**src/rtl/branch_predictor.sv**
```systemverilog
// Direct-mapped BTB with 2-bit counters: same-cycle IF lookup, EX-side resolve/update and mispredict redirect.
// Optional perf counters are enabled by defining BP_PERF_CNT_EN; otherwise o_br_cnt/o_mispred_cnt read 0.
module branch_predictor #(
    parameter int ENTRIES = 16
) (
    input  logic        i_clk,
    input  logic        i_rst_n,
    input  logic [31:0] i_if_pc,
    output logic        o_pred_taken,
    output logic [31:0] o_pred_pc,
    input  logic        i_ex_valid,
    input  logic [31:0] i_ex_pc,
    input  logic [31:0] i_ex_inst,
    input  logic        i_ex_brc_taken,
    input  logic [31:0] i_ex_target,
    input  logic        i_ex_pred_taken,
    input  logic [31:0] i_ex_pred_pc,
    output logic        o_mispredict,
    output logic [31:0] o_redirect_pc,
    output logic [31:0] o_br_cnt,
    output logic [31:0] o_mispred_cnt
);

    localparam int IDX  = $clog2(ENTRIES);
    localparam int TAGW = 30 - IDX;

    localparam logic [4:0] OP_BRANCH = 5'b11000;
    localparam logic [4:0] OP_JAL    = 5'b11011;
    localparam logic [4:0] OP_JALR   = 5'b11001;

    logic            valid_q [ENTRIES];
    logic            jal_q   [ENTRIES];
    logic [TAGW-1:0] tag_q   [ENTRIES];
    logic [29:0]     tgt_q   [ENTRIES];
    logic [1:0]      ctr_q   [ENTRIES];

    logic [IDX-1:0]  if_idx;
    logic [TAGW-1:0] if_tag;
    logic            if_hit;

    logic [IDX-1:0]  ex_idx;
    logic [TAGW-1:0] ex_tag;
    logic            ex_hit;
    logic [4:0]      ex_op;
    logic            ex_is_cf;
    logic [31:0]     actual_pc;
    logic [1:0]      ctr_next;

    // The prediction side-band and low/high instruction bits are not needed here.
    logic unused_inputs;
    assign unused_inputs = ^{i_ex_pred_taken, i_ex_inst[31:7], i_ex_inst[1:0]};

    assign if_idx = i_if_pc[IDX+1:2];
    assign if_tag = i_if_pc[31:IDX+2];
    assign if_hit = valid_q[if_idx] && (tag_q[if_idx] == if_tag);

    assign o_pred_taken = if_hit && (jal_q[if_idx] || ctr_q[if_idx][1]);
    assign o_pred_pc    = o_pred_taken ? {tgt_q[if_idx], 2'b00} : i_if_pc + 32'd4;

    assign ex_idx   = i_ex_pc[IDX+1:2];
    assign ex_tag   = i_ex_pc[31:IDX+2];
    assign ex_hit   = valid_q[ex_idx] && (tag_q[ex_idx] == ex_tag);
    assign ex_op    = i_ex_inst[6:2];
    assign ex_is_cf = (ex_op == OP_BRANCH) || (ex_op == OP_JAL) || (ex_op == OP_JALR);

    assign actual_pc     = i_ex_brc_taken ? i_ex_target : i_ex_pc + 32'd4;
    assign o_mispredict  = i_rst_n && i_ex_valid && (actual_pc != i_ex_pred_pc);
    assign o_redirect_pc = o_mispredict ? actual_pc : 32'd0;

    always_comb begin
        ctr_next = ctr_q[ex_idx];
        if (i_ex_brc_taken && ctr_q[ex_idx] != 2'b11) begin
            ctr_next = ctr_q[ex_idx] + 2'b01;
        end else if (!i_ex_brc_taken && ctr_q[ex_idx] != 2'b00) begin
            ctr_next = ctr_q[ex_idx] - 2'b01;
        end
    end

    // Writes land at the edge, so a same-cycle lookup of this index still sees the old entry.
    always_ff @(posedge i_clk) begin
        if (!i_rst_n) begin
            for (int i = 0; i < ENTRIES; i++) begin
                valid_q[i] <= 1'b0;
                jal_q[i]   <= 1'b0;
                tag_q[i]   <= '0;
                tgt_q[i]   <= '0;
                ctr_q[i]   <= 2'b01;
            end
        end else if (i_ex_valid) begin
            case (ex_op)
                OP_BRANCH: begin
                    if (ex_hit) begin
                        ctr_q[ex_idx] <= ctr_next;
                        if (i_ex_brc_taken) begin
                            tgt_q[ex_idx] <= i_ex_target[31:2];
                        end
                    end else if (i_ex_brc_taken) begin
                        valid_q[ex_idx] <= 1'b1;
                        jal_q[ex_idx]   <= 1'b0;
                        tag_q[ex_idx]   <= ex_tag;
                        tgt_q[ex_idx]   <= i_ex_target[31:2];
                        ctr_q[ex_idx]   <= 2'b10;
                    end
                end
                OP_JAL: begin
                    valid_q[ex_idx] <= 1'b1;
                    jal_q[ex_idx]   <= 1'b1;
                    tag_q[ex_idx]   <= ex_tag;
                    tgt_q[ex_idx]   <= i_ex_target[31:2];
                    ctr_q[ex_idx]   <= 2'b11;
                end
                OP_JALR: begin
                end
                default: begin
                    if (ex_hit) begin
                        valid_q[ex_idx] <= 1'b0;
                    end
                end
            endcase
        end
    end

`ifdef BP_PERF_CNT_EN
    logic [31:0] br_cnt_q;
    logic [31:0] mis_cnt_q;

    always_ff @(posedge i_clk) begin
        if (!i_rst_n) begin
            br_cnt_q  <= 32'd0;
            mis_cnt_q <= 32'd0;
        end else begin
            if (i_ex_valid && ex_is_cf) begin
                br_cnt_q <= br_cnt_q + 32'd1;
            end
            if (o_mispredict) begin
                mis_cnt_q <= mis_cnt_q + 32'd1;
            end
        end
    end

    assign o_br_cnt      = br_cnt_q;
    assign o_mispred_cnt = mis_cnt_q;
`else
    logic unused_cf;
    assign unused_cf     = ex_is_cf;
    assign o_br_cnt      = 32'd0;
    assign o_mispred_cnt = 32'd0;
`endif

endmodule

```
**config.mk**
```make
export PLATFORM = sky130hd
export DESIGN_NAME = branch_predictor
export DESIGN_NICKNAME = d
export VERILOG_FILES = /design/src/rtl/branch_predictor.sv
export SDC_FILE = /design/constraint.sdc
export NUM_CORES = 2
export LEC_CHECK = 0
export BUFFER_PORTS_ARGS = -buffer_cell sky130_fd_sc_hd__buf_2
export CAP_MARGIN = 20
export CORE_ASPECT_RATIO = 2
export CORE_MARGIN = 4
export CORE_UTILIZATION = 55
export CTS_CLUSTER_SIZE = 25
export DETAILED_ROUTE_END_ITERATION = 12
export PLACE_DENSITY_LB_ADDON = 0.12
export SYNTH_ARGS = -nofsm -noshare
export SYNTH_HDL_FRONTEND = slang
export SYNTH_SLANG_ARGS = --single-unit
```
**constraint.sdc**
```tcl
create_clock -name i_clk -period 4.8 [get_ports i_clk]
set_input_delay 0.72 -clock i_clk [delete_from_list [all_inputs] [get_ports i_clk]]
set_output_delay 0.72 -clock i_clk [all_outputs]
set_load 0.005 [all_outputs]
```
Yosys cells after proc, flatten, opt, wreduce, memory -nomap -nowiden
Memory sizes are Yosys's and may differ from the RTL's.
Index checks and enable logic that the tools add are counted.
{"block": "word_totals", "register_bits": 0, "latchBits": 0, "mem_bits_rw": 960, "romBits": 0, "in_bits": 165, "output_inout_bits": 130, "elab_cells": 93, "n_memories": 5}
{"block": "classes", "add_sub_neg": 4, "multipliers": 0, "div": 0, "order_cmp": 0, "n_eq_ne": 7, "shift": 0, "mux": 53, "bitwise": 8, "n_reduce_logical": 16}
{"memory": "tgt_q", "words": 16, "width": 30, "read_ports": 1, "rd_clocked_by_memory_dff": 0, "wr": 16, "line_no": "34", "text": "logic [29:0] tgt_q [ENTRIES];"}
{"memory": "tag_q", "words": 16, "width": 26, "read_ports": 2, "rd_clocked_by_memory_dff": 0, "wr": 16, "line_no": "33", "text": "logic [TAGW-1:0] tag_q [ENTRIES];"}
{"memory": "ctr_q", "words": 16, "width": 2, "read_ports": 2, "rd_clocked_by_memory_dff": 0, "wr": 16, "line_no": "35", "text": "logic [1:0] ctr_q [ENTRIES];"}
{"memory": "jal_q", "words": 16, "width": 1, "read_ports": 1, "rd_clocked_by_memory_dff": 0, "wr": 16, "line_no": "32", "text": "logic jal_q [ENTRIES];"}
{"memory": "valid_q", "words": 16, "width": 1, "read_ports": 2, "rd_clocked_by_memory_dff": 0, "wr": 16, "line_no": "31", "text": "logic valid_q [ENTRIES];"}
{"operator": "$mux W32", "n": 3}
{"operator": "$mux W30", "n": 3}
{"operator": "$add A32 B3 Y32 const B", "n": 2}
{"operator": "$eq A26 B26 Y1", "n": 2}
{"operator": "$mux W26", "n": 2}
{"operator": "$mux W1", "n": 35}
{"operator": "$ne A32 B32 Y1", "n": 1}
{"operator": "$reduce_or A30 Y1", "n": 1}
{"operator": "$reduce_or A26 Y1", "n": 1}
{"operator": "$mux W4", "n": 5}
{"operator": "$eq A5 B5 Y1 const B", "n": 3}
{"operator": "$mux W2", "n": 5}
{"operator": "$or A1 B1 Y1", "n": 8}
{"operator": "$logic_and A1 B1 Y1", "n": 7}
{"operator": "$reduce_or A3 Y1", "n": 1}
{"operator": "$add A2 B1 Y2 const B", "n": 1}
{"operator": "$ne A2 B2 Y1 const B", "n": 1}
{"operator": "$reduce_bool A2 Y1", "n": 1}
{"operator": "$reduce_or A1 Y1", "n": 2}
{"operator": "$reduce_or A2 Y1", "n": 1}
{"operator": "$sub A2 B1 Y2 const B", "n": 1}
{"operator": "$logic_not A1 Y1", "n": 1}
{"operator": "$logic_or A1 B1 Y1", "n": 1}

Depth between registers and ports, before layout
An unclocked memory read counts as a cell.
{"block": "depth", "ltp_word": 12, "ltp_mapped": 19, "mapped_depth_nobuf": 11}

Worst setup path after synthesis
OpenSTA, ideal clock, no wires.
{"block": "synth_path", "path_type": "input to register", "startpoint": "in i_ex_brc_taken", "endpoint": "mem tgt_q[11][0] (enable)", "setup_ns": 0.459, "t_arrival_ns": 4.462, "slack_ns": -0.121, "path_stages": 9, "path_cell_list": "clkbuf_1 > clkbuf_1 > clkbuf_1 > nand2_1 > nand2_1 > nand2_1 > clkbuf_1 > clkbuf_1 > o21ai_0"}
{"item": "start, declared", "line_no": "14", "text": "input logic i_ex_brc_taken,"}
{"item": "end, declared", "line_no": "34"}

Final worst setup path
{"block": "layout_path", "startpoint": "in i_if_pc[2]", "endpoint": "out o_pred_pc[17]"}
{"block": "layout_between", "elab_chain_len": 5, "elab_cells_between_ends": 11, "classes_between": "add/sub: 1; eq/ne: 1; mux: 1; reduce/logical: 3; memory: 5"}
{"item": "start, declared", "line_no": "8", "text": "input logic [31:0] i_if_pc,"}
{"item": "$mem_v2 Z16 W26"}
{"item": "$eq A26 B26 Y1", "line_no": "55", "text": "assign if_hit = valid_q[if_idx] && (tag_q[if_idx] == if_tag);"}
{"item": "$logic_and A1 B1 Y1", "line_no": "55"}
{"item": "$logic_and A1 B1 Y1", "line_no": "57", "text": "assign o_pred_taken = if_hit && (jal_q[if_idx] || ctr_q[if_idx][1]);"}
{"item": "$mux W32 *", "line_no": "58", "text": "assign o_pred_pc = o_pred_taken ? {tgt_q[if_idx], 2'b00} : i_if_pc + 32'd4;"}
{"item": "end, declared", "line_no": "10", "text": "output logic [31:0] o_pred_pc,"}
Every way passes the cells marked *; elsewhere a longest branch is shown, timed or not.

==> out/qor.txt <==
Multiplexer share of the synthesized area - 18.6%
Core Util, Final - 64.2%
Status - finished, violations left
DIE AREA - 97,700 sq um
Port bufs - 202
Register area share after synthesis - 56.0%
Placed Cells - 5,080
Final non-filler cell total - 5,275
Hold WC Path Type - register to register
Yosys reg bits - 960
Fmax - 0.207 GHz
ANT nets after route - 0
Worst-Skew Late Latency - 0.71 ns
Share of the synthesized area in the top cell type - 54.8%
Drt wl/cell - 36.2 um
Pwr Density - 333 nW/um^2
CP Capture Type - output port
Switching part of the total - 25.2%
Comb power frac - 13.5%
Final Cycle Share - 100%
Failing checks - setup timing
Main synth FF type - edfxtp_1
Vias in the first global route - 36,900
Starting DRT DRC Count - 4,842
Placement Cell Area - 55,200 sq um
Total GRT Usage - 38.4%
DIE WIDTH - 223 um
CP arrival - 4.10 ns
Commonest non-fill, non-tap cell in the layout - edfxtp_1
Std cell rows - 157
Post-synth EDFFs - 928
Required time of the critical path - 4.08 ns
Core ar. - 91,700 sq um
Final Slew Violations - 0
Final worst setup slack - -0.0228 ns
Synth area leaders - edfxtp_1, mux4_2, and2_1
Clock sinks - 960
Residual DRC - 0
Grt total ovfl - 0
RePlAce Congestion - 1.03
Worst Clk Skew - 0.0339 ns
Design Area, Final - 58,900 sq um
Setup TNS Final - -0.126 ns
Compound-gate portion of the synthesized area - 3.76%
Critical path startpoint category - primary input
First-pass GRT wire length - 265,000 um
Most frequent cells in the layout - edfxtp_1, and2_1, nor2_1, mux4_2, buf_4
Least-Margin Pin Slew - 0.848 ns
Syn_area_per_cell - 13.8 sq um
Max_slew headroom - 43.2%
CTS tree - built
CTS Buf Count - 87
Seq pwr share - 49.5%
Die Ht - 438 um
Hold_ws - 0.483 ns
DPL Wire Length - 129,000 um
Post-CTS Hold Buffers - 0
DP Worst Slack - -0.768 ns
Worst-path clk slew - 0.06 ns
Via/cell ratio - 6.82
Area leader, netlist - edfxtp_1
Final Hold Viols - 0
XOR/XNOR Fraction of Synth Area - 2.54%
Initial Util - 55.5%
Total wire length - 191,000 um
Clock root cell - clkbuf_16
Io pins - 295
Cell area after synthesis - 50,900 sq um
Post-synthesis cell type count - 87
Initial antenna violation count - 15
Synth warn - 0
VDD IR max - 0.349 mV
Area delta synth->final - 15.8%
CTS H-tree lvls - 3
Layout fillers - 6,835
Pin count of the biggest net entering global routing - 53
Unrepaired setup endpoints after global routing - yes
CTS max path bufs - 3
Worst setup path class - primary input to output port
Leak - 21.3 nW
Layout cells sized above 1 - 29.8%
Post-synthesis adder-cell area fraction - 0.172%
Clock power frac - 37.0%
Gate Count Post-Synth - 3,689
Simple-gate share of the synthesized area - 14.2%
Max-cap viol count - 0
Largest family of logic cells by synthesized area - multiplexers
Worst-path fanout max - 8
Vias - 36,000
Layout Nets - 4,176
NetSw - 4.94 mW
PnR Total Power - 19.6 mW
# setup viols final - 9
1st-pass router iterations - 8
Post-layout minimum cycle time - 4.82 ns
Ys async rst share - 0%
Internal - 14.7 mW
## worst max-delay path: stages
cell and delay, ns:
buf_16 0.15, buf_12 0.14, buf_12 0.12, buf_12 0.12, mux4_2 0.54, mux4_2 0.52
xnor2_2 0.20, buf_4 0.18, nand4_1 0.16, nor4_4 0.30, buf_6 0.18, buf_12 0.13
buf_16 0.16, mux2_4 0.32, buf_6 0.12
## layout make-up
class	count	area (sq um)	share of cell area, %
Sequential cell	960	28500	48.4
Multi-Input combinational cell	2348	20800	35.4
Timing Repair Buffer	567	5010	8.51
Clock buffer	108	2370	4.02
Tap cell	1192	1490	2.53
Clock inverter	51	532	0.903
Inverter	40	150	0.255
Antenna cell	9	22.5	0.0382
## synthesized netlist by cell type (all sizes together), types with 4 or more instances
library cell,instances
and2,485
nor3b,5
mux2,47
nor2,498
xor2,30
o211ai,14
a22oi,43
a221oi,19
o21ai,48
o311a,4
inv,25
nand4,48
nor2b,16
and3,24
a22o,13
xnor3,4
nor4,43
a2111oi,4
o31ai,13
nand3,30
xnor2,107
a21oi,37
ha,7
nor3,43
dfxtp,32
and4,12
clkbuf,213
a211oi,11
o22ai,27
edfxtp,928
mux2i,102
or4,5
buf,191
clkinv,15
a211o,4
nand2,144
nand2b,5
mux4,351
## routing by layer
metal / GRT usage [%] / wire, um / vias to the layer above
met4: 30.0 / 19400 / 10
met3: 8.80 / 18800 / 835
li1: - / - / 14400
met2: 64.5 / 94100 / 2682
met5: 0 / 74 / -
met1: 41.9 / 58500 / 18100
## path summary, 6_finish.rpt
check                           cells past startpoint                         to  slack (ns)                       start
worst max register to register                      9  ctr_q[4][1]$_SDFFCE_PN0P_        0.73  tag_q[3][16]$_SDFFCE_PN0P_
worst max-delay path                               15              o_pred_pc[17]       -0.02                  i_if_pc[2]
worst min-delay path                                2          jal_q[11]$_DFF_P_        0.48           jal_q[11]$_DFF_P_
worst min register to register                      2          jal_q[11]$_DFF_P_        0.48           jal_q[11]$_DFF_P_
## sequential cells by signal, summed over array words and instances (netlist names)
name and cells:
ctr_q 32, jal_q 16, tag_q 416, tgt_q 480
valid_q 16
## kinds of logic after synthesis
| family | after synthesis |
|---|---|
| flops | 960 |
| simple gates | 1367 |
| buf+inv | 444 |
| mux | 500 |
| fa+ha+maj | 7 |
| xor+xnor | 141 |
| other cells | 1 |
| compound gates | 269 |
## power by group through the flow
| stage | Combinational [mW] | Clock, mW | Sequential, mW |
|---|---|---|---|
| final | 2.65 | 7.26 | 9.72 |
| after global routing | 2.71 | 7.66 | 9.74 |
| after CTS | 2.55 | 7.30 | 9.71 |
| after detailed placement | 2.50 | 0 | 9.89 |
| after global placement | 2.48 | 0 | 9.84 |
| after floorplan | 1.44 | 0 | 9.83 |
## repair_timing
item,CTS,global route
gates resized for setup,51,39
setup buffers,13,9
pin swaps,4,17
cloned,3,5
setup endpoints to repair,63,62
Power figures use the tool's default switching activity.
